<file path="config.mk">
export PLATFORM = sky130hd
export DESIGN_NAME = led_pattern_gen_flat
export DESIGN_NICKNAME = d
export VERILOG_FILES = /design/src/rtl/led_pkg.sv /design/src/rtl/led_pattern_gen_if.sv /design/src/rtl/led_prescaler.sv /design/src/rtl/led_pattern_gen.sv /design/src/flat_wrapper.sv
export SDC_FILE = /design/constraint.sdc
export NUM_CORES = 1
export LEC_CHECK = 0
export ABC_AREA = 1
export CORE_ASPECT_RATIO = 1.25
export CORE_MARGIN = 2
export CORE_UTILIZATION = 50
export DETAILED_ROUTE_END_ITERATION = 6
export GPL_TIMING_DRIVEN = 0
export MAX_ROUTING_LAYER = met4
export PLACE_DENSITY = 0.69
export SYNTH_ARGS = -nofsm -noshare
export SYNTH_HDL_FRONTEND = slang
export SYNTH_HIERARCHICAL = 1
export SYNTH_SLANG_ARGS = --single-unit
</file>
<file path="constraint.sdc">
create_clock -name clk -period 1.4 [get_ports clk]
set_clock_uncertainty 0.2 [all_clocks]
set_input_delay 0.14 -clock clk [delete_from_list [all_inputs] [get_ports clk]]
set_output_delay 0.14 -clock clk [all_outputs]
set_load 0.03 [all_outputs]
</file>
<file path="src/rtl/led_pkg.sv">
// Shared definitions for the bicolour LED pattern generator: mode codes,
// write-FSM encoding and the per-LED mode/phase decode.
package led_pkg;

  localparam int NUM_LEDS = 12;

  typedef logic [2:0] mode_t;

  localparam mode_t MODE_OFF     = 3'd0;
  localparam mode_t MODE_A       = 3'd1;
  localparam mode_t MODE_B       = 3'd2;
  localparam mode_t MODE_BLEND   = 3'd3;
  localparam mode_t MODE_BLINK_A = 3'd4;
  localparam mode_t MODE_BLINK_B = 3'd5;
  localparam mode_t MODE_ALT     = 3'd6;

  localparam logic [0:0] ST_IDLE = 1'b0;
  localparam logic [0:0] ST_FILL = 1'b1;

  localparam logic [3:0] IDX_ALL = 4'd15;

  // Returns {yr, bg}; code 7 is reserved and falls through to OFF.
  function automatic logic [1:0] decode_mode(input mode_t mode, input logic phase);
    logic [1:0] res;
    case (mode)
      MODE_A:       res = 2'b10;
      MODE_B:       res = 2'b01;
      MODE_BLEND:   res = 2'b11;
      MODE_BLINK_A: res = {phase, 1'b0};
      MODE_BLINK_B: res = {1'b0, phase};
      MODE_ALT:     res = {~phase, phase};
      default:      res = 2'b00;
    endcase
    return res;
  endfunction

endpackage

</file>
<file path="src/rtl/led_pattern_gen_if.sv">
// Host write port of the pattern generator: valid/ready mode writes plus the
// invalid-index error pulse.
interface led_pattern_gen_if;

  logic              wr_valid;
  logic              wr_ready;
  logic [3:0]        wr_idx;
  led_pkg::mode_t    wr_mode;
  logic              wr_err;

  modport master (output wr_valid, wr_idx, wr_mode, input wr_ready, wr_err);
  modport slave  (input wr_valid, wr_idx, wr_mode, output wr_ready, wr_err);

endinterface

</file>
<file path="src/rtl/led_prescaler.sv">
// Free-running blink prescaler; phase flips on the cycle the counter wraps
// from all-ones back to zero.
module led_prescaler #(
  parameter int BLINK_DIV = 22
) (
  input  logic clk,
  input  logic rst_n,
  output logic phase
);

  logic [BLINK_DIV-1:0] cnt;

  // NOTE: sequential state uses non-blocking assignments so every register
  // samples pre-edge values regardless of statement order.
  always_ff @(posedge clk or negedge rst_n) begin
    if (!rst_n) begin
      cnt   <= '0;
      phase <= 1'b0;
    end else begin
      cnt <= cnt + BLINK_DIV'(1);
      if (&cnt) phase <= ~phase;
    end
  end

endmodule

</file>
<file path="src/rtl/led_pattern_gen.sv">
// Bicolour LED pattern generator: holds a 3-bit mode per LED, written singly
// or all-at-once, and emits registered colour A/B request vectors.
module led_pattern_gen
  import led_pkg::*;
#(
  parameter int BLINK_DIV = 22
) (
  input  logic                clk,
  input  logic                rst_n,
  led_pattern_gen_if.slave    wr,
  output logic [NUM_LEDS-1:0] led_yr,
  output logic [NUM_LEDS-1:0] led_bg
);

  logic [0:0]    state;
  logic [3:0]    fill_ctr;
  mode_t         fill_mode;
  mode_t         modes [NUM_LEDS];
  logic          err_q;
  logic          phase;
  logic          accept;
  logic [NUM_LEDS-1:0] yr_d;
  logic [NUM_LEDS-1:0] bg_d;

  led_prescaler #(.BLINK_DIV(BLINK_DIV)) u_prescaler (
    .clk   (clk),
    .rst_n (rst_n),
    .phase (phase)
  );

  assign wr.wr_ready = (state == ST_IDLE);
  assign wr.wr_err   = err_q;
  assign accept      = wr.wr_valid && wr.wr_ready;

  // NOTE: the mode file is reset explicitly so a reset mid-fill discards
  // partial contents and every LED comes back OFF.
  always_ff @(posedge clk or negedge rst_n) begin
    if (!rst_n) begin
      state     <= ST_IDLE;
      fill_ctr  <= '0;
      fill_mode <= MODE_OFF;
      err_q     <= 1'b0;
      for (int i = 0; i < NUM_LEDS; i++) modes[i] <= MODE_OFF;
    end else begin
      err_q <= 1'b0;
      case (state)
        ST_IDLE: begin
          if (accept) begin
            if (wr.wr_idx < 4'(NUM_LEDS)) begin
              for (int i = 0; i < NUM_LEDS; i++)
                if (wr.wr_idx == 4'(i)) modes[i] <= wr.wr_mode;
            end else if (wr.wr_idx == IDX_ALL) begin
              fill_mode <= wr.wr_mode;
              fill_ctr  <= '0;
              state     <= ST_FILL;
            end else begin
              err_q <= 1'b1;
            end
          end
        end
        default: begin
          for (int i = 0; i < NUM_LEDS; i++)
            if (fill_ctr == 4'(i)) modes[i] <= fill_mode;
          if (fill_ctr == 4'(NUM_LEDS - 1)) state <= ST_IDLE;
          else fill_ctr <= fill_ctr + 4'd1;
        end
      endcase
    end
  end

  // NOTE: defaults first so no path through always_comb can infer a latch.
  always_comb begin
    yr_d = '0;
    bg_d = '0;
    for (int i = 0; i < NUM_LEDS; i++)
      {yr_d[i], bg_d[i]} = decode_mode(modes[i], phase);
  end

  always_ff @(posedge clk or negedge rst_n) begin
    if (!rst_n) begin
      led_yr <= '0;
      led_bg <= '0;
    end else begin
      led_yr <= yr_d;
      led_bg <= bg_d;
    end
  end

endmodule

</file>
<file path="src/flat_wrapper.sv">
// flat-port wrapper written by rule: the top's interface ports become plain ports
module led_pattern_gen_flat import led_pkg::*;
#(
  parameter int BLINK_DIV = 22
)
  (clk, rst_n, led_yr, led_bg, wr_wr_valid, wr_wr_idx, wr_wr_mode, wr_wr_ready, wr_wr_err);
  led_pattern_gen_if wr_i ();
  input  logic clk;
  input  logic rst_n;
  output logic [NUM_LEDS-1:0] led_yr;
  output logic [NUM_LEDS-1:0] led_bg;
  input wire logic [$bits(wr_i.wr_valid)-1:0] wr_wr_valid;
  input wire logic [$bits(wr_i.wr_idx)-1:0] wr_wr_idx;
  input wire logic [$bits(wr_i.wr_mode)-1:0] wr_wr_mode;
  output wire logic [$bits(wr_i.wr_ready)-1:0] wr_wr_ready;
  output wire logic [$bits(wr_i.wr_err)-1:0] wr_wr_err;
  assign wr_i.wr_valid = wr_wr_valid;
  assign wr_i.wr_idx = wr_wr_idx;
  assign wr_i.wr_mode = wr_wr_mode;
  assign wr_wr_ready = wr_i.wr_ready;
  assign wr_wr_err = wr_i.wr_err;
  led_pattern_gen #(.BLINK_DIV(BLINK_DIV)) u_core (.clk(clk), .rst_n(rst_n), .wr(wr_i), .led_yr(led_yr), .led_bg(led_bg));
endmodule
</file>
==> flow_summary.toml <==
[cts]
path_clk_slew_ps = 60
cts-buffers-inserted = 9
clkSinkCount = 92
tritoncts = "built"
cts-root-buf = "clkbuf_16"
h-tree-depth = 3
clockBufferDepth = 2
clock_latency_ps = 350

[worst_setup_path]
cp_max_fo = 10
crit_start = "u_core/state"
path_cells = "buf_6 > inv_4 > buf_8 > buf_6"
r2r_start = "u_core/state"
critPathBufInv = 4
crit_required_ps = 1060
reg2regPathDepth = 8
path_class = "reg -> out"
start_kind = "register"
r2r_slack_ps = -160
cp_slowest_stage_delay_ps = 370
critical_path_arrival_ps = 1240
cp_top_family = "buffers and inverters"
reg2reg_to = "u_core/modes[19]"
cpMostUsedCell = "buf_6"
worst_path_max_delay_cell = "dfrtp_1"
crit_path_end_kind = "primary output"

[floorplanning]
dieArea_mm2 = 0.0101
ios = 36
die_w_um = 90.1
core_area_mm2 = 0.00908
initial_core_util = 0.510
dieHeight_um = 112
fp-row-count = 39

[synthesis]
synth_xor_xnor_area_share = 0.0489
syn_area_per_cell_um2 = 8.27
post_synth_mux_area_share = 0.00216
syn-instance-count = 560
synthTopCellsByArea = "dfrtp_1 50%, nand2_1 15%, nand3_1 6.6%, xor2_1 3.8%, a21oi_1 3.7%"
yosys.cell_types.count = 26
synth_top_family_by_area = "simple AND/OR/NAND/NOR gates"
netlist_top_cells_count = "187 x nand2_1, 92 x dfrtp_1, 61 x nand3_1, 45 x inv_1, 34 x a21oi_1"
synthMostInstantiatedCell = "nand2_1"
netlist_area_mm2 = 0.00463
synth_top_area_share = 0.497
synthesis.nets = 575
ys.flop_type = "dfrtp_1"
async_flop_share = 1.00
synth_top_area_cell = "dfrtp_1"
synthAdderAreaFrac = 0.0135
ys_seq_elements = 92
ys_warn_count = 6
synth_edf_count = 0
seq_area_frac_synth = 0.497
synth-simple-area-share = 0.321
synth_compound_area_frac = 0.0578

[cells_and_area]
post-route-util = 0.676
multiInputGateArea_mm2 = 0.00236
fillers = 731
seqCellArea_mm2 = 0.00231
drive_gt1_frac = 0.278
fin_nets = 657
finalNonFillerCells = 770
area_growth_pct = 32.4
antennaDiodeCount = 0

[outcome]
status = "finished, violations left"
violations = "setup timing"

[timing]
fin_crit_sh = 1.13
layout_setup_ws_ps = -179
rsz0062_at_grt = "yes"
finalHoldViolations = 0
tightest_slew_ps = 394
slew_headroom = 0.736
whs_ps = 46.3
fin_crit_ps = 1580
setup_viol = 52
max_freq_mhz = 633
slew_viol_final = 0

[routing]
first_pass_iters = 4
routed_via_density = 5.12
ant_nets = 0
drcViolationCount = 0
routedWlPerCell_um = 13.9
via_count = 3939
totalWireLength_mm = 10.7
drtIter0Drc = 259

[global_route]
grt_max_degree = 72
grt_pass1_wl_mm = 17.2
grt_overflow = 0
grt_pass1_vias = 3799
antenna_found_initial = 0
grt.total_usage = 0.219

[power_and_ir_drop]
p_leak_uw = 0.00315
ir_worst_vdd_uv = 917
power_density_mw_per_mm2 = 1790
totalPowerFinal_uw = 11000

[place]
post-dp-hpwl_mm = 6.81
gp_congestion = 0.928
dp.cells = 719
portBuffers = 35

[min_path]
worstHoldPathType = "in -> async"

[run]
max-cap-violations = 0
## worst register-to-register path, cell delays in order (launching register included)
cell and delay [ps]:
dfrtp_1 370, buf_6 140, buf_4 160, buf_4 140
nand2_2 80, o21ai_4 80, buf_6 140, nand3_1 90
nand2_1 60
## cell usage in the layout, fill, tap and decap left out, drive strengths merged
cell type / synthesis / routed
a21oi: 34 / 34
buf: 15 / 50
bufinv: 0 / 3
clkbuf: 0 / 25
clkdlybuf4s15: 0 / 10
clkdlybuf4s50: 0 / 8
clkinv: 0 / 3
dfrtp: 92 / 92
dlygate4sd3: 0 / 1
ha: 5 / 5
inv: 48 / 49
mux2i: 1 / 1
nand2: 196 / 196
nand3: 64 / 64
nand3b: 5 / 5
nand4: 12 / 12
nor2: 45 / 46
o21ai: 12 / 12
o22ai: 6 / 6
xnor2: 4 / 4
xor2: 21 / 21
## per-stage QoR
stage / setup slack [ps] / instance area (um^2) / setup TNS (ps)
floorplan: -34.9 / 4640 / -90.0
global placement: -3290 / 5150 / -320560
detailed placement: -481 / 5170 / -20790
CTS: -187 / 5900 / -5160
global route: -226 / 6130 / -9440
finish: -179 / 6130 / -5900
## per-layer routing
metal | vias up | routed length (um) | GRT usage
met5 | - | 0 | -
met4 | 0 | 431 | 0.116
met3 | 32 | 377 | 0.0406
met2 | 104 | 5620 | 0.376
met1 | 1844 | 4300 | 0.243
li1 | 1959 | - | -
## final cells by class
type                            instances  share of cell area
Buffer                                 15              0.0269
Clock buffer                            9              0.0367
Clock inverter                          7              0.0202
Inverter                               48              0.0306
Multi-Input combinational cell        406               0.384
Sequential cell                        92               0.376
Tap cell                              123              0.0251
Timing Repair Buffer                   70              0.0999
## state kept, by name (all words and copies together) (netlist names)
| signal | count |
|---|---|
| u_core/led_bg | 12 |
| u_core/fill_mode | 3 |
| u_core/u_prescaler/phase | 1 |
| u_core/modes | 36 |
| u_core/wr.wr_err | 1 |
| u_core/state | 1 |
| u_core/u_prescaler/cnt | 22 |
| u_core/fill_ctr | 4 |
| u_core/led_yr | 12 |
## timing repair
action / 4_1_cts / 5_1_grt
pin swaps: 19 / 22
setup buffers: 14 / 18
hold endpoints to repair: 92 / 0
cloned: 4 / 0
hold buffers: 1 / 0
gates resized for setup: 128 / 79
endpoints found under the setup margin: 93 / 81
## worst max-delay path by stage
stage,end,slack (ps),cells after the start
after global routing,u_core/u_prescaler/phase,-230,8
after detailed placement,u_core/modes[1],-480,8
after CTS,wr_wr_ready,-190,4
final,wr_wr_ready,-180,4
after global placement,u_core/led_yr[6],-3290,1
after floorplan,u_core/u_prescaler/cnt[14],-30,8
## logic make-up after synthesis
logic type	count (synthesis)
buffers and inverters	63
adder cells (fa/ha/maj)	5
XOR/XNOR	25
AO/OA/AOI/OAI	52
flip-flops	92
multiplexers	1
AND/OR/NAND/NOR	322
## where the power goes
group / leakage [uW] / switching, uW / internal, uW / total [uW]
combinational: 0.00177 / 2640 / 1550 / 4190
sequential: 0.00120 / 534 / 3410 / 3950
clock: 0.000172 / 1050 / 1760 / 2810
(Power assumes the default switching activity.)
==> RTL change: new RTL, config.mk and constraints unchanged <==
`BLINK_DIV` is set to 22 in 3 places; all go to 44.
--- a/src/rtl/led_prescaler.sv
+++ b/src/rtl/led_prescaler.sv
@@ -1,7 +1,7 @@
 // Free-running blink prescaler; phase flips on the cycle the counter wraps
 // from all-ones back to zero.
 module led_prescaler #(
-  parameter int BLINK_DIV = 22
+  parameter int BLINK_DIV = 44
 ) (
   input  logic clk,
   input  logic rst_n,
--- a/src/rtl/led_pattern_gen.sv
+++ b/src/rtl/led_pattern_gen.sv
@@ -3,7 +3,7 @@
 module led_pattern_gen
   import led_pkg::*;
 #(
-  parameter int BLINK_DIV = 22
+  parameter int BLINK_DIV = 44
 ) (
   input  logic                clk,
   input  logic                rst_n,
--- a/src/flat_wrapper.sv
+++ b/src/flat_wrapper.sv
@@ -1,7 +1,7 @@
 // flat-port wrapper written by rule: the top's interface ports become plain ports
 module led_pattern_gen_flat import led_pkg::*;
 #(
-  parameter int BLINK_DIV = 22
+  parameter int BLINK_DIV = 44
 )
   (clk, rst_n, led_yr, led_bg, wr_wr_valid, wr_wr_idx, wr_wr_mode, wr_wr_ready, wr_wr_err);
   led_pattern_gen_if wr_i ();
Function: no difference found for any inputs over 4 cycles, from zero or initial values and one cycle with rst_n low; that may be too few to reach the edited logic, so the function may still have changed.
==> RTL change against the unedited design <==
The flow still finishes with violations (negative setup slack). Total power is 38% higher. Count of clock-buffer cells in the layout grew 12. Synthesized area up 28%. Design area grew 43%. Largest power group unchanged. Highest routed layer unchanged. Routed wire length grew 76%. Sequential cell count is 22 higher. Sequential power up 18%. Worst setup slack worse by 0.12 ns. Critical endpoint is now u_core/modes[25].
==> RTL change: results (changes against the unedited design) <==
.. list-table::
   :header-rows: 1

   * - Metric
     - Value
   * - Clock network fraction of design power
     - 0.304 (+0.047)
   * - Via count of the first global-routing pass
     - 5947 (+57%)
   * - Least setup slack across all paths after layout
     - -0.302 ns (-0.123 ns)
   * - Via Count
     - 5823 (+48%)
   * - Non-clock buffer area fraction after layout
     - 0.130 (+0.00339)
   * - Final WL
     - 18.9 mm (+76%)
   * - Number of ordinary and repair buffers in the finished layout
     - 120 (+41%)
   * - Post-synth net total
     - 779 (+35%)
   * - Initial drt markers
     - 441 (+70%)
   * - Status
     - complete, but fails checks
   * - Maximum number of pins on one net before global-route repair
     - 73 (+1.4%)
   * - Vias per cell
     - 5.49 (+7.3%)
   * - Violated checks
     - negative setup slack
   * - Per-instance average area after synthesis
     - 7.78 sq um (-6.0%)
   * - Comb pwr
     - 5.88 mW (+40%)
   * - Post-detailed-placement half-perimeter wirelength
     - 10.2 mm (+50%)
   * - Proportion of synthesized chip area in sequential cells
     - 0.480 (-0.0170)
   * - Seq Cell Count
     - 114 (+24%)
   * - Relative slew slack
     - 0.608 (-0.129)
   * - Final setup viols
     - 84 (+62%)
   * - Fraction of standard cell area in multi-input logic
     - 0.420 (+0.0358)
   * - Tot GR Track Use
     - 0.301 (+0.0820)
   * - DP Cell Count
     - 961 (+34%)
   * - Worst slack at placement
     - -0.507 ns (-0.0258 ns)
   * - TritonCTS buffer count
     - 17 (+8)
   * - Max Fanout on Critical Path
     - 6 (-4)
   * - Share of cells above drive strength 1
     - 0.387 (+0.108)
## RTL change: final timing paths
path / endpoint / startpoint / slack, ns / cells after the start
max: u_core/modes[25] / u_core/state / -0.30 / 8
min: u_core/u_prescaler/cnt[4] / rst_n / 0.06 / 2
max reg2reg: u_core/modes[25] / u_core/state / -0.30 / 8
min reg2reg: u_core/modes[13] / u_core/modes[13] / 0.29 / 2
max in group asynchronous: u_core/fill_ctr[1] / rst_n / 0.16 / 3
min in group clk: u_core/fill_mode[2] / wr_wr_mode[2] / 0.15 / 3
## RTL change: timing repair
| item | CTS | global route |
|---|---|---|
| hold endpoints to repair | 42 | 0 |
| resized for setup | 381 | 82 |
| setup endpoints to repair | 123 | 94 |
| pin swaps | 114 | 61 |
| cloned | 8 | 0 |
| hold buffers | 1 | 0 |
| buffers inserted | 49 | 14 |
## RTL change: per-stage QoR
step                area [sq um]  hold WS, ns
floorplan                   5960       -0.356
global placement            6510        0.256
detailed placement          6540      -0.0240
CTS                         8420       0.0745
global route                8790        0.111
finish                      8790       0.0604
## RTL change: metal layers
| layer | GRT usage | up-vias |
|---|---|---|
| li1 | - | 2683 |
| met1 | 0.303 | 2804 |
| met2 | 0.524 | 252 |
| met3 | 0.0755 | 84 |
| met4 | 0.165 | 0 |
| met5 | - | - |
## RTL change: logic make-up after synthesis
group / Yosys count / share of synthesized area
mux: 1 / 0.00168
compound gates: 51 / 0.0442
xor+xnor: 42 / 0.0619
fa+ha+maj: 5 / 0.0105
simple gates: 467 / 0.342
flops: 114 / 0.480
buf+inv: 84 / 0.0598
